**src/rtl/mul_ctrl.sv**
```systemverilog
// mul_ctrl: sequences one multiply op at a time between the execute stage,
// an external multiplier and the writeback port.
//
// Ports
//   clock, reset            rising-edge clock, synchronous active-high reset
//   ex_valid/ex_ready       op handshake; op, src1, src2, rd latched on accept
//   flush                   cancel whatever is in flight, back to IDLE
//   wb_valid/wb_ready       result handshake; wb_data, wb_rd held in DONE
//   m_in_valid/m_out_ready  issue handshake toward the multiplier
//   m_flush                 one-cycle cancel pulse toward the multiplier
//   m_mulw, m_signed        operand interpretation for the multiplier
//   m_multiplicand/_multiplier  operands, held from ISSUE until WAIT exits
//   m_out_valid, m_result_hi/lo  single-cycle result pulse from multiplier
//   err                     sticky multiplier-timeout flag
//
// state | meaning
// IDLE  | ready for a new op
// ISSUE | offering operands to the multiplier
// WAIT  | multiplier busy, timeout counter running
// DONE  | result held on the writeback port

module mul_ctrl (
  input  logic        clock,
  input  logic        reset,
  input  logic        ex_valid,
  output logic        ex_ready,
  input  logic [2:0]  op,
  input  logic [63:0] src1,
  input  logic [63:0] src2,
  input  logic [4:0]  rd,
  input  logic        flush,
  output logic        wb_valid,
  input  logic        wb_ready,
  output logic [63:0] wb_data,
  output logic [4:0]  wb_rd,
  output logic        m_in_valid,
  output logic        m_flush,
  output logic        m_mulw,
  output logic [1:0]  m_signed,
  output logic [63:0] m_multiplicand,
  output logic [63:0] m_multiplier,
  input  logic        m_out_ready,
  input  logic        m_out_valid,
  input  logic [63:0] m_result_hi,
  input  logic [63:0] m_result_lo,
  output logic        err
);

  typedef enum logic [1:0] {
    S_IDLE  = 2'd0,
    S_ISSUE = 2'd1,
    S_WAIT  = 2'd2,
    S_DONE  = 2'd3
  } state_t;

  localparam logic [5:0] WAIT_LAST = 6'd39;

  state_t      r_state;
  logic [2:0]  r_op;
  logic [4:0]  r_rd;
  logic [63:0] r_mcand;
  logic [63:0] r_mplier;
  logic [1:0]  r_signed;
  logic        r_mulw;
  logic        r_m_flush;
  logic [63:0] r_wb_data;
  logic [4:0]  r_wb_rd;
  logic        r_err;
  logic [5:0]  r_wait_cnt;

  logic        w_reserved;
  logic        w_bypass;
  logic [1:0]  w_signed;
  logic        w_mulw;
  logic [63:0] w_mcand;
  logic [63:0] w_mplier;
  logic [63:0] w_result;

  assign w_reserved = op[2] & (op[1:0] != 2'b00);
  // A zero operand or reserved op has a known result of 0; skip the multiplier.
  assign w_bypass   = (src1 == 64'd0) | (src2 == 64'd0) | w_reserved;

  always_comb begin
    w_signed = 2'b11;
    w_mulw   = 1'b0;
    w_mcand  = src1;
    w_mplier = src2;
    case (op)
      3'b010: w_signed = 2'b10;
      3'b011: w_signed = 2'b00;
      3'b100: begin
        w_mulw   = 1'b1;
        w_mcand  = {{32{src1[31]}}, src1[31:0]};
        w_mplier = {{32{src2[31]}}, src2[31:0]};
      end
      default: ;
    endcase
  end

  always_comb begin
    w_result = 64'd0;
    case (r_op)
      3'b000:                 w_result = m_result_lo;
      3'b001, 3'b010, 3'b011: w_result = m_result_hi;
      3'b100:                 w_result = {{32{m_result_lo[31]}}, m_result_lo[31:0]};
      default:                w_result = 64'd0;
    endcase
  end

  always_ff @(posedge clock) begin
    if (reset) begin
      r_state    <= S_IDLE;
      r_op       <= 3'd0;
      r_rd       <= 5'd0;
      r_mcand    <= 64'd0;
      r_mplier   <= 64'd0;
      r_signed   <= 2'b00;
      r_mulw     <= 1'b0;
      r_m_flush  <= 1'b0;
      r_wb_data  <= 64'd0;
      r_wb_rd    <= 5'd0;
      r_err      <= 1'b0;
      r_wait_cnt <= 6'd0;
    end else begin
      r_m_flush <= 1'b0;
      if (flush) begin
        // Only an op the multiplier may have seen needs cancelling there.
        r_m_flush <= (r_state == S_ISSUE) || (r_state == S_WAIT);
        r_state   <= S_IDLE;
      end else begin
        case (r_state)
          S_IDLE: begin
            if (ex_valid) begin
              r_op <= op;
              r_rd <= rd;
              if (w_bypass) begin
                r_wb_data <= 64'd0;
                r_wb_rd   <= rd;
                r_state   <= S_DONE;
              end else begin
                r_mcand  <= w_mcand;
                r_mplier <= w_mplier;
                r_signed <= w_signed;
                r_mulw   <= w_mulw;
                r_state  <= S_ISSUE;
              end
            end
          end
          S_ISSUE: begin
            if (m_out_ready) begin
              r_wait_cnt <= 6'd0;
              r_state    <= S_WAIT;
            end
          end
          S_WAIT: begin
            // A result on the last allowed cycle still wins over the timeout.
            if (m_out_valid) begin
              r_wb_data <= w_result;
              r_wb_rd   <= r_rd;
              r_state   <= S_DONE;
            end else if (r_wait_cnt == WAIT_LAST) begin
              r_err   <= 1'b1;
              r_state <= S_IDLE;
            end else begin
              r_wait_cnt <= r_wait_cnt + 6'd1;
            end
          end
          S_DONE: begin
            if (wb_ready) r_state <= S_IDLE;
          end
          default: r_state <= S_IDLE;
        endcase
      end
    end
  end

  assign ex_ready       = (r_state == S_IDLE);
  assign m_in_valid     = (r_state == S_ISSUE);
  assign wb_valid       = (r_state == S_DONE);
  assign wb_data        = r_wb_data;
  assign wb_rd          = r_wb_rd;
  assign m_flush        = r_m_flush;
  assign m_mulw         = r_mulw;
  assign m_signed       = r_signed;
  assign m_multiplicand = r_mcand;
  assign m_multiplier   = r_mplier;
  assign err            = r_err;

endmodule

```
**config.mk**
```make
export PLATFORM = sky130hd
export DESIGN_NAME = mul_ctrl
export DESIGN_NICKNAME = d
export VERILOG_FILES = /design/src/rtl/mul_ctrl.sv
export SDC_FILE = /design/constraint.sdc
export NUM_CORES = 1
export LEC_CHECK = 0
export BUFFER_PORTS_ARGS = -buffer_cell sky130_fd_sc_hd__buf_2
export CAP_MARGIN = 20
export CORE_AREA = 2 2 187 189
export DETAILED_ROUTE_END_ITERATION = 10
export DIE_AREA = 0 0 189 191
export HOLD_SLACK_MARGIN = 0.03
export MAX_ROUTING_LAYER = met4
export PLACE_DENSITY = 0.64
export RECOVER_POWER = 25
export SLEW_MARGIN = 25
export SYNTH_ARGS = -nofsm -noshare
export SYNTH_HDL_FRONTEND = slang
export SYNTH_SLANG_ARGS = --single-unit
```
**constraint.sdc**
```tcl
create_clock -name clock -period 2.15 [get_ports clock]
set_input_delay 0.3225 -clock clock [delete_from_list [all_inputs] [get_ports clock]]
set_output_delay 0.3225 -clock clock [all_outputs]
set_load 0.02 [all_outputs]
```
==> impl_results.md <==
* Status: finished, final reports clean
* Post-synthesis compound-gate area fraction at 0.314
* Reg-to-Reg Start: r_state[0]
* Critical path startpoint: r_state[0]
* Synth Area in Adders at 0.00535
* Clock slew at the register clock pins of the worst setup and hold paths at 0.06 ns
* PortBufs at 475
* Post-synthesis cell type count at 41
* Width of the chip at 189 µm
* Slew Viols, Final at 0
* Critical path's largest stage delay at 0.47 ns
* Root Buffer: clkbuf_16
* Share of the synthesized area in the top cell type at 0.373
* Slew @ Worst Pin at 0.643 ns
* Setup slack, reg-to-reg at 0.08 ns
* Setup TNS at 0 ns
* Sequential area share after synthesis at 0.373
* Worst hold path type: primary input to register
* GRT Overall Usage at 0.252
* Clk Latency, worst-skew pair at 0.52 ns
* Ys flop type: dfxtp_1
* Final layout net count at 2167
* Core box area at 34100 µm²
* Max Root-Sink Buffers at 3
* First drt pass iteration count at 5
* Maxcap violations at 0
* Critical Path End Type: register
* Starting Density at 0.343
* Gpl congestion at 0.923
* Via count at 13489
* Die H at 191 µm
* First-pass GRT wire length at 71200 µm
* Path type of the worst setup path: register to register
* Worst path arrival time at 2.49 ns
* Hold Vio Cnt, Final at 0
* Post-synth top area cell: dfxtp_1
* Crit-path slowest cell: or4_4
* Starting DRC count in detailed routing at 753
* H-tree depth at 1
* Maximum vdd drop at 0.000455 V
* IO Count at 476
* Worst setup path endpoint: wb_data[3]
* Reg2reg end: wb_data[3]
* Final setup viols at 0
* CP most frequent cell: buf_4
* EDFF count, synth at 0
* Most frequent cells in the layout: 474 x buf_2, 215 x dfxtp_1, 169 x a21oi_1
* Ys Warns at 0
* CP Cell Sequence: inv_1 > ha_2 > buf_4 > nor2_1 > or4_4 > buf_4 > o41ai_1
* WP data required at 2.56 ns
* Seq cells post-synth at 218
* Worst Clk Skew at 0.0115 ns
* Avg Cell Area, Syn at 8.41 µm²
* XOR/XNOR Fraction of Synth Area at 0.00225
* RSZ-0062 raised after global routing: true
* Final cycle utilization of the critical path at 0.965
* Worst-path fanout max at 13
* Final wirelength at 47200 µm
* Pleak at 7.01 nW
* Largest net degree at the start of global routing at 95
* Detail Route Antenna Nets at 0
* Dominant cells by area after synthesis: dfxtp_1 37%, nor3b_1 10%, a21oi_1 7.2%
* Via/cell ratio at 5.70
* Mux share of post-synthesis cell area at 0.0340
* Peak Freq at 482 MHz
* Hold path cells at 3
* Drt drc at 0
* Pwr dens at 665 nW/µm²
* Worst slack on hold paths at 0.0599 ns
* Synth-to-layout area growth at 42.2%
* Row cnt at 68
* CTS tree: done
* Slew margin rel. at 0.570
* Total CTS buffers at 25
* Layout cells sized above 1 at 0.396
* Largest family of logic cells by synthesized area: compound AO/OA/AOI/OAI gates
* Die ar. at 36100 µm²
* Worst R2R Path Depth at 7
* Most common cell after layout, fill and taps aside: buf_2
* Wirelength per Cell at 19.9 µm
* Post-Syn Nets at 1667
* Simple-gate share of the synthesized area at 0.201
* Initial antenna violation count at 3
* GRT overflow at 0
* Vias in the first global route at 12818
* Cell Area, Synth at 11700 µm²
* Asr flop ratio synth at 0
* Post-Synthesis Cells at 1391
* DP Wirelength at 33500 µm
* Hold_sp: rd[2]
* Setup crit start kind: register
* Clk sinks at 218
* Post-layout min period at 2.07 ns
## report_power, final
| group | total, mW | leakage (nW) | internal, mW | switching [mW] |
|---|---|---|---|---|
| combinational | 2.35 | 4.82 | 0.929 | 1.42 |
| sequential | 4.30 | 1.77 | 4.21 | 0.0958 |
| clock | 4.40 | 0.420 | 2.67 | 1.73 |
| total | 11.1 | 7.01 | 7.80 | 3.25 |
## routing by layer
layer | routed length, µm | GRT usage | share of wire | vias to the layer above
li1 | - | - | - | 6409
met1 | 18800 | 0.299 | 0.40 | 6411
met2 | 23500 | 0.439 | 0.50 | 582
met3 | 3190 | 0.0338 | 0.068 | 87
met4 | 1650 | 0.0850 | 0.035 | 0
met5 | 0 | - | 0 | -
## cells in the mapped netlist (all sizes together) (43+ instances only)
cell type,instances
o31ai,67
o21ai,68
buf,61
dfxtp,218
nand2,55
nand4,76
a31oi,130
nor4,43
a21oi,169
nor3b,161
clkbuf,127
a211oi,78
## state kept, by name, indices dropped and copies added (netlist names)
register and flops:
err 1, m_flush 1, m_multiplicand 64, m_multiplier 64
m_mulw 1, m_signed 2, r_op 3, r_rd 5
r_state 2, r_wait_cnt 6, wb_data 64, wb_rd 5
## timing repair
| action | 4_1_cts | 5_1_grt |
|---|---|---|
| buffers inserted | 1 | 0 |
| gates cloned | 1 | 0 |
| pin swaps | 1 | 2 |
| hold endpoints to repair | 4 | 0 |
| setup endpoints to repair | 201 | 129 |
| hold buffers | 4 | 0 |
| resized for setup | 9 | 10 |
## critical path, delay by kind of cell (launching register included)
kind / cells / cell delay (ns)
and+or+nand+nor: 2 / 0.57
DFF: 1 / 0.32
adders and majority gates: 1 / 0.21
buffers and inverters: 3 / 0.50
AOI/OAI and AO/OA: 1 / 0.37
## stage by stage
| step | instances | power, mW | worst slack (ns) | utilization | instance area (µm²) |
|---|---|---|---|---|---|
| after floorplan | 1391 | 5.59 | -0.0820 | - | 11700 |
| after global placement | 2313 | 6.66 | -1.06 | 0.457 | 15600 |
| after CTS | 2363 | 11.2 | 0.00977 | 0.486 | 16600 |
| after detailed placement | 2313 | 6.68 | -1.08 | 0.457 | 15600 |
| after global routing | 2366 | 11.5 | -0.0227 | 0.487 | 16600 |
| final | 2368 | 11.1 | 0.0756 | 0.487 | 16600 |
## worst min-delay path by stage
stage	end
floorplan	m_signed[1]
global placement	r_rd[3]
detailed placement	r_rd[4]
CTS	r_rd[2]
global route	m_multiplicand[23]
finish	r_rd[2]
## cell type report
class | instances | area (µm²)
fill | 3360 | 17500
multi-input combinational | 975 | 6660
sequential | 218 | 4370
timing repair buffer | 661 | 4130
clock buffer | 37 | 761
tap | 455 | 569
clock inverter | 7 | 87.6
inverter | 10 | 37.5
antenna | 5 | 12.5
## cells by family (layout without fill, tap and decap cells)
kind of cell,count (synthesis),in the layout
fa+ha+maj,5,5
flops,218,218
simple gates,373,373
other cells,0,5
compound gates,555,555
mux,39,39
buf+inv,198,715
xor+xnor,3,3
Note: power is estimated with default switching activity, not from simulation.
